## src/rtl/l1a_tag_pkg.sv

```systemverilog
// Shared constants and the tag word layout for the L1A tag FIFO.
package l1a_tag_pkg;

  localparam int BXN_W          = 12;
  localparam int L1A_CNT_W_DEF  = 24;
  localparam int TAG_W          = 1 + BXN_W + L1A_CNT_W_DEF;

  // Bit positions inside the tag word, LSB first.
  localparam int TAG_NUM_LSB    = 0;
  localparam int TAG_BXN_LSB    = TAG_NUM_LSB + L1A_CNT_W_DEF;
  localparam int TAG_MATCH_B    = TAG_BXN_LSB + BXN_W;

  // Last bunch crossing of an LHC orbit (3564 crossings, 0-based).
  localparam int LHC_BX_MAX     = 3563;

  // Tag word, MSB first: match flag, BXN, L1A number.
  typedef struct packed {
    logic                     match;
    logic [BXN_W-1:0]         bxn;
    logic [L1A_CNT_W_DEF-1:0] l1a_num;
  } l1a_tag_t;

endpackage : l1a_tag_pkg

```

## src/rtl/l1a_tag_ram.sv

```systemverilog
// Tag storage: DEPTH x WIDTH simple dual-port RAM, synchronous write,
// asynchronous read, contents not reset (maps onto distributed RAM).
module l1a_tag_ram
  import l1a_tag_pkg::*;
#(
  parameter int DEPTH = 16,
  parameter int WIDTH = TAG_W
) (
  input  logic                     clk_i,
  input  logic                     we_i,
  input  logic [$clog2(DEPTH)-1:0] waddr_i,
  input  logic [WIDTH-1:0]         wdata_i,
  input  logic [$clog2(DEPTH)-1:0] raddr_i,
  output logic [WIDTH-1:0]         rdata_o
);

  logic [WIDTH-1:0] mem_q [DEPTH];

  // Write port: one tag per cycle at the write pointer.
  always_ff @(posedge clk_i) begin
    if (we_i) begin
      mem_q[waddr_i] <= wdata_i;
    end
  end

  assign rdata_o = mem_q[raddr_i];

endmodule : l1a_tag_ram

```

## src/rtl/l1a_tag_fifo.sv

```systemverilog
// L1A tagger: runs the local BX counter and the L1A counter, tags each
// L1A with {match, BXN, L1A number} and buffers tags in a FWFT FIFO.
// Optional build macro DROP_CNT_EN adds an 8-bit saturating DROP_CNT port.
module l1a_tag_fifo
  import l1a_tag_pkg::*;
#(
  parameter int DEPTH     = 16,
  parameter int L1A_CNT_W = L1A_CNT_W_DEF,
  parameter int BX_MAX    = LHC_BX_MAX,
  parameter int BX_OFFSET = 0
) (
  input  logic                       CLK40,
  input  logic                       RST_N,
  input  logic                       L1A,
  input  logic                       L1A_MATCH,
  input  logic                       RESYNC,
  input  logic                       BC0,
  input  logic                       RD_EN,
  output logic                       TAG_VALID,
  output logic [13+L1A_CNT_W-1:0]    TAG_DATA,
  output logic                       FIFO_FULL,
  output logic [$clog2(DEPTH):0]     WORDS,
  output logic                       OVF,
  output logic [BXN_W-1:0]           BXN,
  output logic [L1A_CNT_W-1:0]       L1A_CNT
`ifdef DROP_CNT_EN
  ,
  output logic [7:0]                 DROP_CNT
`endif
);

  localparam int AW = $clog2(DEPTH);
  localparam int PW = AW + 1;
  localparam int TW = 1 + BXN_W + L1A_CNT_W;

  localparam logic [BXN_W-1:0] BX_MAX_L = BXN_W'(BX_MAX);
  localparam logic [BXN_W-1:0] BX_OFF_L = BXN_W'(BX_OFFSET);

  // Pointers carry one extra MSB so full and empty are distinguishable.
  logic [PW-1:0]        wr_ptr_q, wr_ptr_d;
  logic [PW-1:0]        rd_ptr_q, rd_ptr_d;
  logic [BXN_W-1:0]     bxn_q, bxn_d;
  logic [L1A_CNT_W-1:0] cnt_q, cnt_d;
  logic                 ovf_q, ovf_d;

  logic [PW-1:0]        words;
  logic                 empty;
  logic                 full;
  logic                 pop;
  logic                 push;
  logic                 drop;
  logic [L1A_CNT_W-1:0] cnt_inc;
  logic [TW-1:0]        tag_w;
  logic [TW-1:0]        ram_rdata;

  assign words   = wr_ptr_q - rd_ptr_q;
  assign empty   = (words == '0);
  assign full    = (words == PW'(DEPTH));
  assign cnt_inc = cnt_q + L1A_CNT_W'(1);

  // RESYNC overrides everything; a pop frees a slot for a same-cycle push.
  assign pop     = RD_EN & ~empty & ~RESYNC;
  assign push    = L1A & ~RESYNC & (~full | pop);
  assign drop    = L1A & ~RESYNC & full & ~pop;

  // Tag takes the BXN of the current cycle, before any BC0/RESYNC load.
  assign tag_w   = {L1A_MATCH, bxn_q, cnt_inc};

  // Next state for pointers, counters and the overflow flag.
  always_comb begin
    wr_ptr_d = wr_ptr_q;
    rd_ptr_d = rd_ptr_q;
    cnt_d    = cnt_q;
    ovf_d    = ovf_q;
    bxn_d    = (bxn_q == BX_MAX_L) ? '0 : bxn_q + BXN_W'(1);
    if (RESYNC || BC0) begin
      bxn_d = BX_OFF_L;
    end
    if (RESYNC) begin
      wr_ptr_d = '0;
      rd_ptr_d = '0;
      cnt_d    = '0;
      ovf_d    = 1'b0;
    end else begin
      if (L1A) begin
        cnt_d = cnt_inc;
      end
      if (push) begin
        wr_ptr_d = wr_ptr_q + PW'(1);
      end
      if (pop) begin
        rd_ptr_d = rd_ptr_q + PW'(1);
      end
      if (drop) begin
        ovf_d = 1'b1;
      end
    end
  end

  // State registers with asynchronous clear.
  always_ff @(posedge CLK40 or negedge RST_N) begin
    if (!RST_N) begin
      wr_ptr_q <= '0;
      rd_ptr_q <= '0;
      bxn_q    <= '0;
      cnt_q    <= '0;
      ovf_q    <= 1'b0;
    end else begin
      wr_ptr_q <= wr_ptr_d;
      rd_ptr_q <= rd_ptr_d;
      bxn_q    <= bxn_d;
      cnt_q    <= cnt_d;
      ovf_q    <= ovf_d;
    end
  end

  l1a_tag_ram #(
    .DEPTH (DEPTH),
    .WIDTH (TW)
  ) u_ram (
    .clk_i   (CLK40),
    .we_i    (push),
    .waddr_i (wr_ptr_q[AW-1:0]),
    .wdata_i (tag_w),
    .raddr_i (rd_ptr_q[AW-1:0]),
    .rdata_o (ram_rdata)
  );

  assign TAG_VALID = ~empty;
  // Masked so the output reads 0 while empty (RAM contents are never reset).
  assign TAG_DATA  = empty ? '0 : ram_rdata;
  assign FIFO_FULL = full;
  assign WORDS     = words;
  assign OVF       = ovf_q;
  assign BXN       = bxn_q;
  assign L1A_CNT   = cnt_q;

`ifdef DROP_CNT_EN
  logic [7:0] drop_cnt_q, drop_cnt_d;

  function automatic logic [7:0] sat_inc8(input logic [7:0] v);
    return (v == 8'hFF) ? v : v + 8'd1;
  endfunction

  // Dropped-tag counter next state: cleared by RESYNC, saturates at 0xFF.
  always_comb begin
    drop_cnt_d = drop_cnt_q;
    if (RESYNC) begin
      drop_cnt_d = '0;
    end else if (drop) begin
      drop_cnt_d = sat_inc8(drop_cnt_q);
    end
  end

  // Dropped-tag counter register.
  always_ff @(posedge CLK40 or negedge RST_N) begin
    if (!RST_N) begin
      drop_cnt_q <= '0;
    end else begin
      drop_cnt_q <= drop_cnt_d;
    end
  end

  assign DROP_CNT = drop_cnt_q;
`endif

  // Configuration sanity: offset inside the orbit, depth a power of two in 4..64.
  a_bx_offset_legal : assert property (@(posedge CLK40) disable iff (!RST_N)
    (BX_OFFSET >= 0) && (BX_OFFSET <= BX_MAX));
  a_depth_legal : assert property (@(posedge CLK40) disable iff (!RST_N)
    (DEPTH >= 4) && (DEPTH <= 64) && ((DEPTH & (DEPTH - 1)) == 0));

endmodule : l1a_tag_fifo
```

## config.mk

```make
export PLATFORM = sky130hd
export DESIGN_NAME = l1a_tag_fifo
export DESIGN_NICKNAME = d
export VERILOG_FILES = /design/src/rtl/l1a_tag_pkg.sv /design/src/rtl/l1a_tag_ram.sv /design/src/rtl/l1a_tag_fifo.sv
export SDC_FILE = /design/constraint.sdc
export NUM_CORES = 1
export LEC_CHECK = 0
export CAP_MARGIN = 20
export CORE_MARGIN = 1.5
export CORE_UTILIZATION = 30
export CTS_BUF_LIST = sky130_fd_sc_hd__clkbuf_8
export DETAILED_ROUTE_END_ITERATION = 12
export MAX_ROUTING_LAYER = met4
export PLACE_DENSITY_LB_ADDON = 0.2
export RECOVER_POWER = 100
export SYNTH_ARGS = -nofsm -noshare
export SYNTH_HDL_FRONTEND = slang
export SYNTH_SLANG_ARGS = --single-unit
```

## constraint.sdc

```tcl
create_clock -name CLK40 -period 16.27 [get_ports CLK40]
set_clock_uncertainty 0.2 [all_clocks]
set_input_delay 3.254 -clock CLK40 [delete_from_list [all_inputs] [get_ports CLK40]]
set_output_delay 3.254 -clock CLK40 [all_outputs]
set_load 0.005 [all_outputs]
```

## Word level (Yosys, flattened, before mapping)

Memories as Yosys holds them, arrays and structs flattened.
Cells that the tools add are included.

- Register bits after elaboration: 47
- Memory bits (writable): 592
- Input port bits: 7
- Output and inout port bits: 81
- Logic and storage cells: 43
- Memories kept: 1

- Add/subtract/negate cells: 5
- Equal/unequal tests: 2
- Multiplexer cells: 13
- Bitwise logic cells: 11
- Reductions and logical operators: 6

Memory list:

| name | depth | width | rd ports | clocked after Yosys merged registers in | wr ports | RTL line | source |
|---|---|---|---|---|---|---|---|
| u_ram.mem_q | 16 | 37 | 1 | 0 | 1 | l1a_tag_ram.sv:17 | `logic [WIDTH-1:0] mem_q [DEPTH];` |

Operator list:

| operator | count |
|---|---|
| 24-bit two-way mux | 2 |
| 37-bit two-way mux | 1 |
| 24-bit by 1-bit adder with 24-bit output (second input constant) | 1 |
| 12-bit two-way mux | 2 |
| 5-bit two-way mux | 4 |
| 12-bit by 1-bit adder with 12-bit output (second input constant) | 1 |
| 12-bit equality test (second input constant) | 1 |
| 5-bit by 1-bit adder with 5-bit output (second input constant) | 2 |
| 2-bit nonzero test | 4 |
| 1-bit AND | 6 |
| 5-bit equality test (second input constant) | 1 |
| 5-bit logical NOT | 1 |
| 5-bit subtractor | 1 |
| 1-bit two-way mux | 4 |
| 1-bit inverter | 4 |
| 1-bit logical OR | 1 |
| 1-bit bitwise OR | 1 |

## Depth between registers and ports, before layout

Gate-level depths: netlist (run 1).

- Word-level depth: 9
- Depth in mapped cells: 12
- Depth with buffers taken out: 9

## Hierarchy

Synthesis (run 1) repeated with hierarchy kept, for this count alone.

- Cell total of the unflattened synthesis: 1291
- Area, all modules: 25370.6 um^2

Modules (own cells, without submodules):

| module | times used | cells each | area an instance (um^2) | sequential area each (um^2) |
|---|---|---|---|---|
| l1a_tag_ram | 1 | 926 | 22201.3 | 17777.0 |
| l1a_tag_fifo | 1 | 365 | 3169.3 | 1176.1 |

## Worst setup path after synthesis (run 1)

OpenSTA, ideal clock, no wires.

- Kind: input port to flip-flop
- Start: input L1A
- End: memory u_ram.mem_q[0][0] (netlist bit), enable pin
- Library setup time: 0.524 ns
- Arrival: 7.704 ns
- Required time: 15.546 ns
- Setup slack: 7.842 ns
- Cell stages on the path: 4
- Buffers on the path: 2
- Cell sequence: clkbuf_1 -> buf_1 -> o21ai_1 -> nor4_1

- Longest elaborated chain between the ends: 4

RTL lines:

| element | RTL line | source |
|---|---|---|
| start: declaration | l1a_tag_fifo.sv:14 | `input logic L1A,` |
| 1-bit AND (2 in series) | l1a_tag_fifo.sv:63 | `assign push = L1A & ~RESYNC & (~full \| pop);` |
| 1-bit two-way mux | l1a_tag_ram.sv:21 | `if (we_i) begin` |
| 1-bit two-way mux (not written as such) | l1a_tag_ram.sv:22 | `mem_q[waddr_i] <= wdata_i;` |
| end: declaration | l1a_tag_ram.sv:17 |  |

Every way passes these cells.

## Worst setup path after layout (run 1)

- Start: register rd_ptr_q[0]
- End: output TAG_DATA[8]

- Longest elaborated chain between the ends: 3
- Elaborated cells on any way between the ends: 4
- Classes of those cells: 1 x add/sub; 1 x mux; 1 x reduce/logical; 1 x memory

RTL lines:

| element | RTL line | source |
|---|---|---|
| start: declaration | l1a_tag_fifo.sv:41 | `logic [PW-1:0] rd_ptr_q, rd_ptr_d;` |
| start signal: assignment | l1a_tag_fifo.sv:110 | `rd_ptr_q <= rd_ptr_d;` |
| 5-bit subtractor | l1a_tag_fifo.sv:56 | `assign words = wr_ptr_q - rd_ptr_q;` |
| 5-bit logical NOT | l1a_tag_fifo.sv:57 | `assign empty = (words == '0);` |
| 37-bit two-way mux * | l1a_tag_fifo.sv:131 | `assign TAG_DATA = empty ? '0 : ram_rdata;` |
| end: declaration | l1a_tag_fifo.sv:20 | `output logic [13+L1A_CNT_W-1:0] TAG_DATA,` |

Every way passes the cells marked *; elsewhere a longest branch is shown, timed or not.

==> results.json, run 1 <==
{
  "status": "finished with violations",
  "violations": "capacitance limit, slew limit",
  "drive_gt1_share_pct": 22.7,
  "crit_arrival_ns": 7.89,
  "ys_ff_latch": 639,
  "routed_wirelength_um": 65700,
  "report.final.slew_viol_count": 754,
  "syn_inst": 1216,
  "slew-limit-headroom_pct": -165,
  "hpwl_um": 35700,
  "whs_ns": 0.364,
  "syn_nets": 1235,
  "tns_ns": 0,
  "period_needed_ns": 11.35,
  "synth_cell_types": 44,
  "synth_top_area_cell": "edfxtp_1",
  "firstDrtPassIters": 5,
  "grt_usage_pct": 15.9,
  "tightest_slew_ns": 3.97,
  "core_area_um2": 83800,
  "numClockSinks": 639,
  "syn-cell-area_um2": 25500,
  "seq_area_frac_synth_pct": 74.4,
  "leakage_nw": 9.75,
  "criticalPathCategory": "register to output pin",
  "grt_pass1_vias": 13300,
  "fin_nets": 1418,
  "power_mw": 4.09,
  "pwr_density_cell_nw_per_um2": 137,
  "rsz0062_at_grt": "false",
  "numCtsBuffers": 104,
  "avgRoutedWirePerCell_um": 25.1,
  "syn2layout_area_growth_pct": 16.8,
  "gp_congestion": 0.711,
  "max_freq_mhz": 88.1,
  "antenna_found_initial": 3,
  "cts_max_level": 3,
  "dieArea_um2": 86700,
  "hold_path.class": "register to register",
  "synth_ff_type": "edfxtp_1",
  "synth_edf_count": 592,
  "crit_path_start_kind": "register",
  "fp.dieW_um": 294,
  "required_ns": 12.82,
  "postRouteAntennaNets": 0,
  "irDropWorstVdd_mv": 0.0691,
  "cts_tree": "done",
  "yosysWarnings": 0,
  "crit_fanout": 43,
  "post-route-drc-count": 0,
  "multi_input_area_um2": 6150,
  "post_cts_buffers": 0,
  "worst_setup_path_end_kind": "output pin",
  "crit_path_top_delay_cell": "clkbuf_1",
  "reg2reg_setup_slack_ns": 8.62,
  "die_h_um": 294,
  "async_flop_share_pct": 7.36,
  "setup_viol_count_final": 0,
  "yosys-top-cells-count": "edfxtp_1, mux4_2, nor2_1, dfrtp_1",
  "cts.clk_slew.worst_paths_ns": 0.06,
  "grt_overflow": 0,
  "avgSynthCellArea_um2": 21.0,
  "start_util_pct": 30.4,
  "grt_pass1_wl_um": 94600,
  "clk_latency_ns": 0.71,
  "num_rows": 106,
  "maxCapViolCount": 31,
  "seq_area_um2": 19000,
  "ioPinCount": 88,
  "cts_root_buf": "clkbuf_8",
  "hold_viol_final": 0,
  "synthTopCellsByArea": "edfxtp_1, mux4_2, dfrtp_1, xor2_1, nor2b_1",
  "cpPeakStageDelay_ns": 2.88,
  "path_cells": "clkbuf_1, buf_4, mux4_2, mux4_2, nor2b_1, dlygate4sd3_1",
  "cts_resized": 0,
  "cpMostUsedCell": "mux4_2",
  "nFillCells": 7929,
  "period_share_pct": 69.7,
  "ctsHoldBuffers": 0,
  "synth_top_area_share_pct": 69.8,
  "vias": 12500,
  "first_iter_violations": 987,
  "routed_via_density": 4.79,
  "synth.most_common_cell": "edfxtp_1",
  "grt_max_degree": 63,
  "numPortBuffers": 87,
  "cts_buffer_depth": 3
}
-- worst max-delay path, delay by kind of cell (launching register included) --
family / cells / cell delay (ns)
buffers and inverters: 3 / 4.56
flip-flops: 1 / 1.38
multiplexers: 2 / 1.04
AND/OR/NAND/NOR: 1 / 0.16
-- logic make-up after synthesis --
group	after synthesis	share of synthesized area, %
xor gates and xnor gates	53	1.82
buffers and inverters	80	1.54
AOI/OAI and AO/OA	40	0.962
and+or+nand+nor	204	4.19
adders and majority gates	12	0.619
muxes	188	16.5
DFF	639	74.4
-- sequential cells by signal, indices dropped and copies added (netlist names) --
| signal | count |
|---|---|
| rd_ptr_q | 5 |
| L1A_CNT | 24 |
| BXN | 12 |
| u_ram.mem_q | 592 |
| wr_ptr_q | 5 |
| OVF | 1 |
-- final cells by class --
class                      instances  area share, %
timing repair buffer             143           3.82
clock buffer                     115           5.32
antenna                            2         0.0168
multi-input combinational        497           20.7
inverter                          14          0.181
clock inverter                    74           1.52
sequential                       639           63.7
tap                             1134           4.77
-- worst paths after layout --
path / startpoint / endpoint / cells past startpoint
setup / recovery: rd_ptr_q[0] / TAG_DATA[8] / 6
hold / removal: BXN[10] / u_ram.mem_q[14][34] / 0
setup reg to reg: rd_ptr_q[0] / u_ram.mem_q[9][20] / 9
hold reg to reg: BXN[10] / u_ram.mem_q[14][34] / 0
max in group asynchronous: RST_N / rd_ptr_q[1] / 2
min in group asynchronous: RST_N / BXN[6] / 2
-- where the power goes --
group	leakage (nW)	switching (mW)	total, mW	internal [mW]
combinational	2.41	0.412	0.881	0.469
sequential	6.15	0.0386	1.85	1.81
clock	1.20	0.636	1.36	0.727
total	9.75	1.09	4.09	3.00
-- cells in the final DEF, fill, tap and decap left out, types with 21 or more instances in the layout --
cell type / instances
mux4_2: 185
edfxtp_1: 592
clkbuf_8: 115
nor2b_1: 38
clkbuf_1: 47
nor2_1: 56
dlygate4sd3_1: 80
nand3_1: 21
dfrtp_1: 45
inv_1: 55
xor2_1: 33
-- layer usage --
| metal | GRT usage, % | wire length, µm | vias to the layer above |
|---|---|---|---|
| met1 | 19.9 | 28600 | 6758 |
| met3 | 2.52 | 2630 | 88 |
| met2 | 26.3 | 33300 | 307 |
| met5 | - | 0 | - |
| li1 | - | - | 5377 |
| met4 | 5.26 | 1260 | 0 |
-- metrics by stage --
step | area [µm²] | cells | worst slack (ns) | util, %
floorplan | 25500 | 1216 | 7.84 | -
global route | 29800 | 2617 | 3.93 | 35.5
CTS | 29900 | 2601 | 7.67 | 35.7
detailed placement | 27800 | 2412 | 8.49 | 33.2
global placement | 27800 | 2411 | 8.48 | 33.2
finish | 29800 | 2618 | 4.92 | 35.5
Note: power is estimated with default switching activity, not from simulation.
==> inputs of run 2 (changes only) <==
==> constraint.sdc (replaced) <==
create_clock -name CLK40 -period 9.66 [get_ports CLK40]
set_clock_uncertainty 0.2 [all_clocks]
set_input_delay 1.932 -clock CLK40 [delete_from_list [all_inputs] [get_ports CLK40]]
set_output_delay 1.932 -clock CLK40 [all_outputs]
set_load 0.005 [all_outputs]
==> results.json, run 2 (same netlist as run 1, synthesis figures left out) <==
{
  "required_ns": 9.71,
  "status": "finished with violations",
  "cts_resized": 0,
  "final_cell_count_no_fill": 2623,
  "cts.clk_slew.worst_paths_ns": 0.06,
  "tns_ns": 0,
  "numCtsBuffers": 108,
  "cts_tree": "done",
  "pwr_density_cell_nw_per_um2": 231,
  "clk_latency_ns": 0.69,
  "rsz0062_at_grt": "false",
  "dieArea_um2": 86700,
  "gp_congestion": 0.719,
  "report.final.slew_viol_count": 654,
  "post-route-drc-count": 0,
  "cts_buffer_depth": 3,
  "largest_register_ff_count": 592,
  "worst_setup_path_end_kind": "register",
  "postLayoutCellArea_um2": 29700,
  "dpl_cell_area_um2": 27800,
  "period_share_pct": 80.5,
  "hold_path.class": "register to register",
  "setup_viol_count_final": 0,
  "postRouteAntennaNets": 0,
  "syn2layout_area_growth_pct": 16.6,
  "crit_arrival_ns": 7.82,
  "start_util_pct": 30.4,
  "ctsHoldBuffers": 0,
  "ioPinCount": 88,
  "antenna_found_initial": 2,
  "nFillCells": 7915,
  "core_area_um2": 83800,
  "routed_via_density": 4.80,
  "die_h_um": 294,
  "fin_nets": 1420,
  "firstDrtPassIters": 5,
  "leakage_nw": 9.57,
  "cts_max_level": 3,
  "max_freq_mhz": 129,
  "grt_overflow": 0,
  "period_needed_ns": 7.78,
  "post_cts_buffers": 0,
  "final_cell_mix": "edfxtp_1, mux4_2, clkbuf_8",
  "grt_pass1_wl_um": 93600,
  "layout_commonest_cell": "edfxtp_1",
  "hpwl_um": 35300,
  "drive_gt1_share_pct": 22.9,
  "hold_viol_final": 0,
  "criticalPathCategory": "primary input to register",
  "crit_path_start_kind": "primary input",
  "dp_cells": 2411,
  "slew-limit-headroom_pct": -113,
  "grt_max_degree": 63,
  "crit_fanout": 24,
  "numClockSinks": 639,
  "power_mw": 6.85,
  "grt_usage_pct": 15.7,
  "cts_root_buf": "clkbuf_8",
  "num_rows": 106,
  "numPortBuffers": 87,
  "vias": 12600,
  "fp.dieW_um": 294,
  "violations": "capacitance limit, slew limit",
  "first_iter_violations": 915,
  "routed_wirelength_um": 65400,
  "irDropWorstVdd_mv": 0.166,
  "grt_pass1_vias": 13400,
  "avgRoutedWirePerCell_um": 24.9,
  "tightest_slew_ns": 3.20,
  "maxCapViolCount": 27,
  "largest_register": "u_ram.mem_q"
}
==> run 2: cell count changes in the layout (fill, tap and decap cells not counted), moves of 2 or more <==
cell,change
clkinv_1,+4
bufinv_16,-2
inv_6,-2
clkbuf_8,+2
dlygate4sd3_1,-5
buf_4,+4
clkbuf_1,-5
clkdlybuf4s50_1,+5
inv_1,+3
clkinv_2,+2
==> run 2: worst paths after layout <==
check | startpoint | end | slack (ns) | cells after the start
max | L1A | u_ram.mem_q[4][10] | 1.88 | 7
min | rd_ptr_q[4] | rd_ptr_q[4] | 0.37 | 2
max reg2reg | rd_ptr_q[0] | u_ram.mem_q[11][4] | 2.46 | 9
min reg2reg | rd_ptr_q[4] | rd_ptr_q[4] | 0.37 | 2
max in group asynchronous | RST_N | rd_ptr_q[1] | 4.78 | 2
min in group asynchronous | RST_N | BXN[4] | 2.21 | 2
==> run 2: worst max-delay path, stage by stage <==
cell and delay, ns:
dlygate4sd3_1 0.52, clkbuf_1 1.20, inv_1 0.27, a31o_1 0.33, a211o_1 0.36, nor2_1 1.27, clkbuf_1 1.87
==> run 2: routing by layer <==
metal,routed length (µm),track usage [%],share of wire (%)
met5,0,-,0
met4,1020,4.36,1.6
met3,2830,2.70,4.3
met2,32900,25.6,50
met1,28600,20.2,44
==> run 2: stage by stage <==
| stage | util (%) | hold slack, ns | setup slack, ns |
|---|---|---|---|
| 6_report | 35.4 | 0.374 | 1.88 |
| 5_1_grt | 35.4 | 0.402 | 1.51 |
| 4_1_cts | 35.6 | 0.380 | 3.21 |
| 3_5_place_dp | 33.2 | 0.372 | 4.00 |
| 3_3_place_gp | 33.2 | 0.354 | 3.98 |
| 2_1_floorplan | - | 0.286 | 2.55 |
==> run 2: final cells by class <==
cell class | count | area, µm² | area share [%]
well taps | 1134 | 1420 | 4.78
repair buffers | 141 | 1110 | 3.72
clock inverters | 79 | 403 | 1.36
flip-flops and latches | 639 | 19000 | 63.8
multi-input cells | 497 | 6150 | 20.7
inverters | 14 | 53.8 | 0.181
diodes | 2 | 5.00 | 0.0168
clock buffers | 117 | 1610 | 5.42
==> run 2: where the power goes <==
part	switching, mW	internal, mW	total, mW
combinational	0.711	0.783	1.49
clock	1.06	1.19	2.25
sequential	0.0632	3.05	3.11
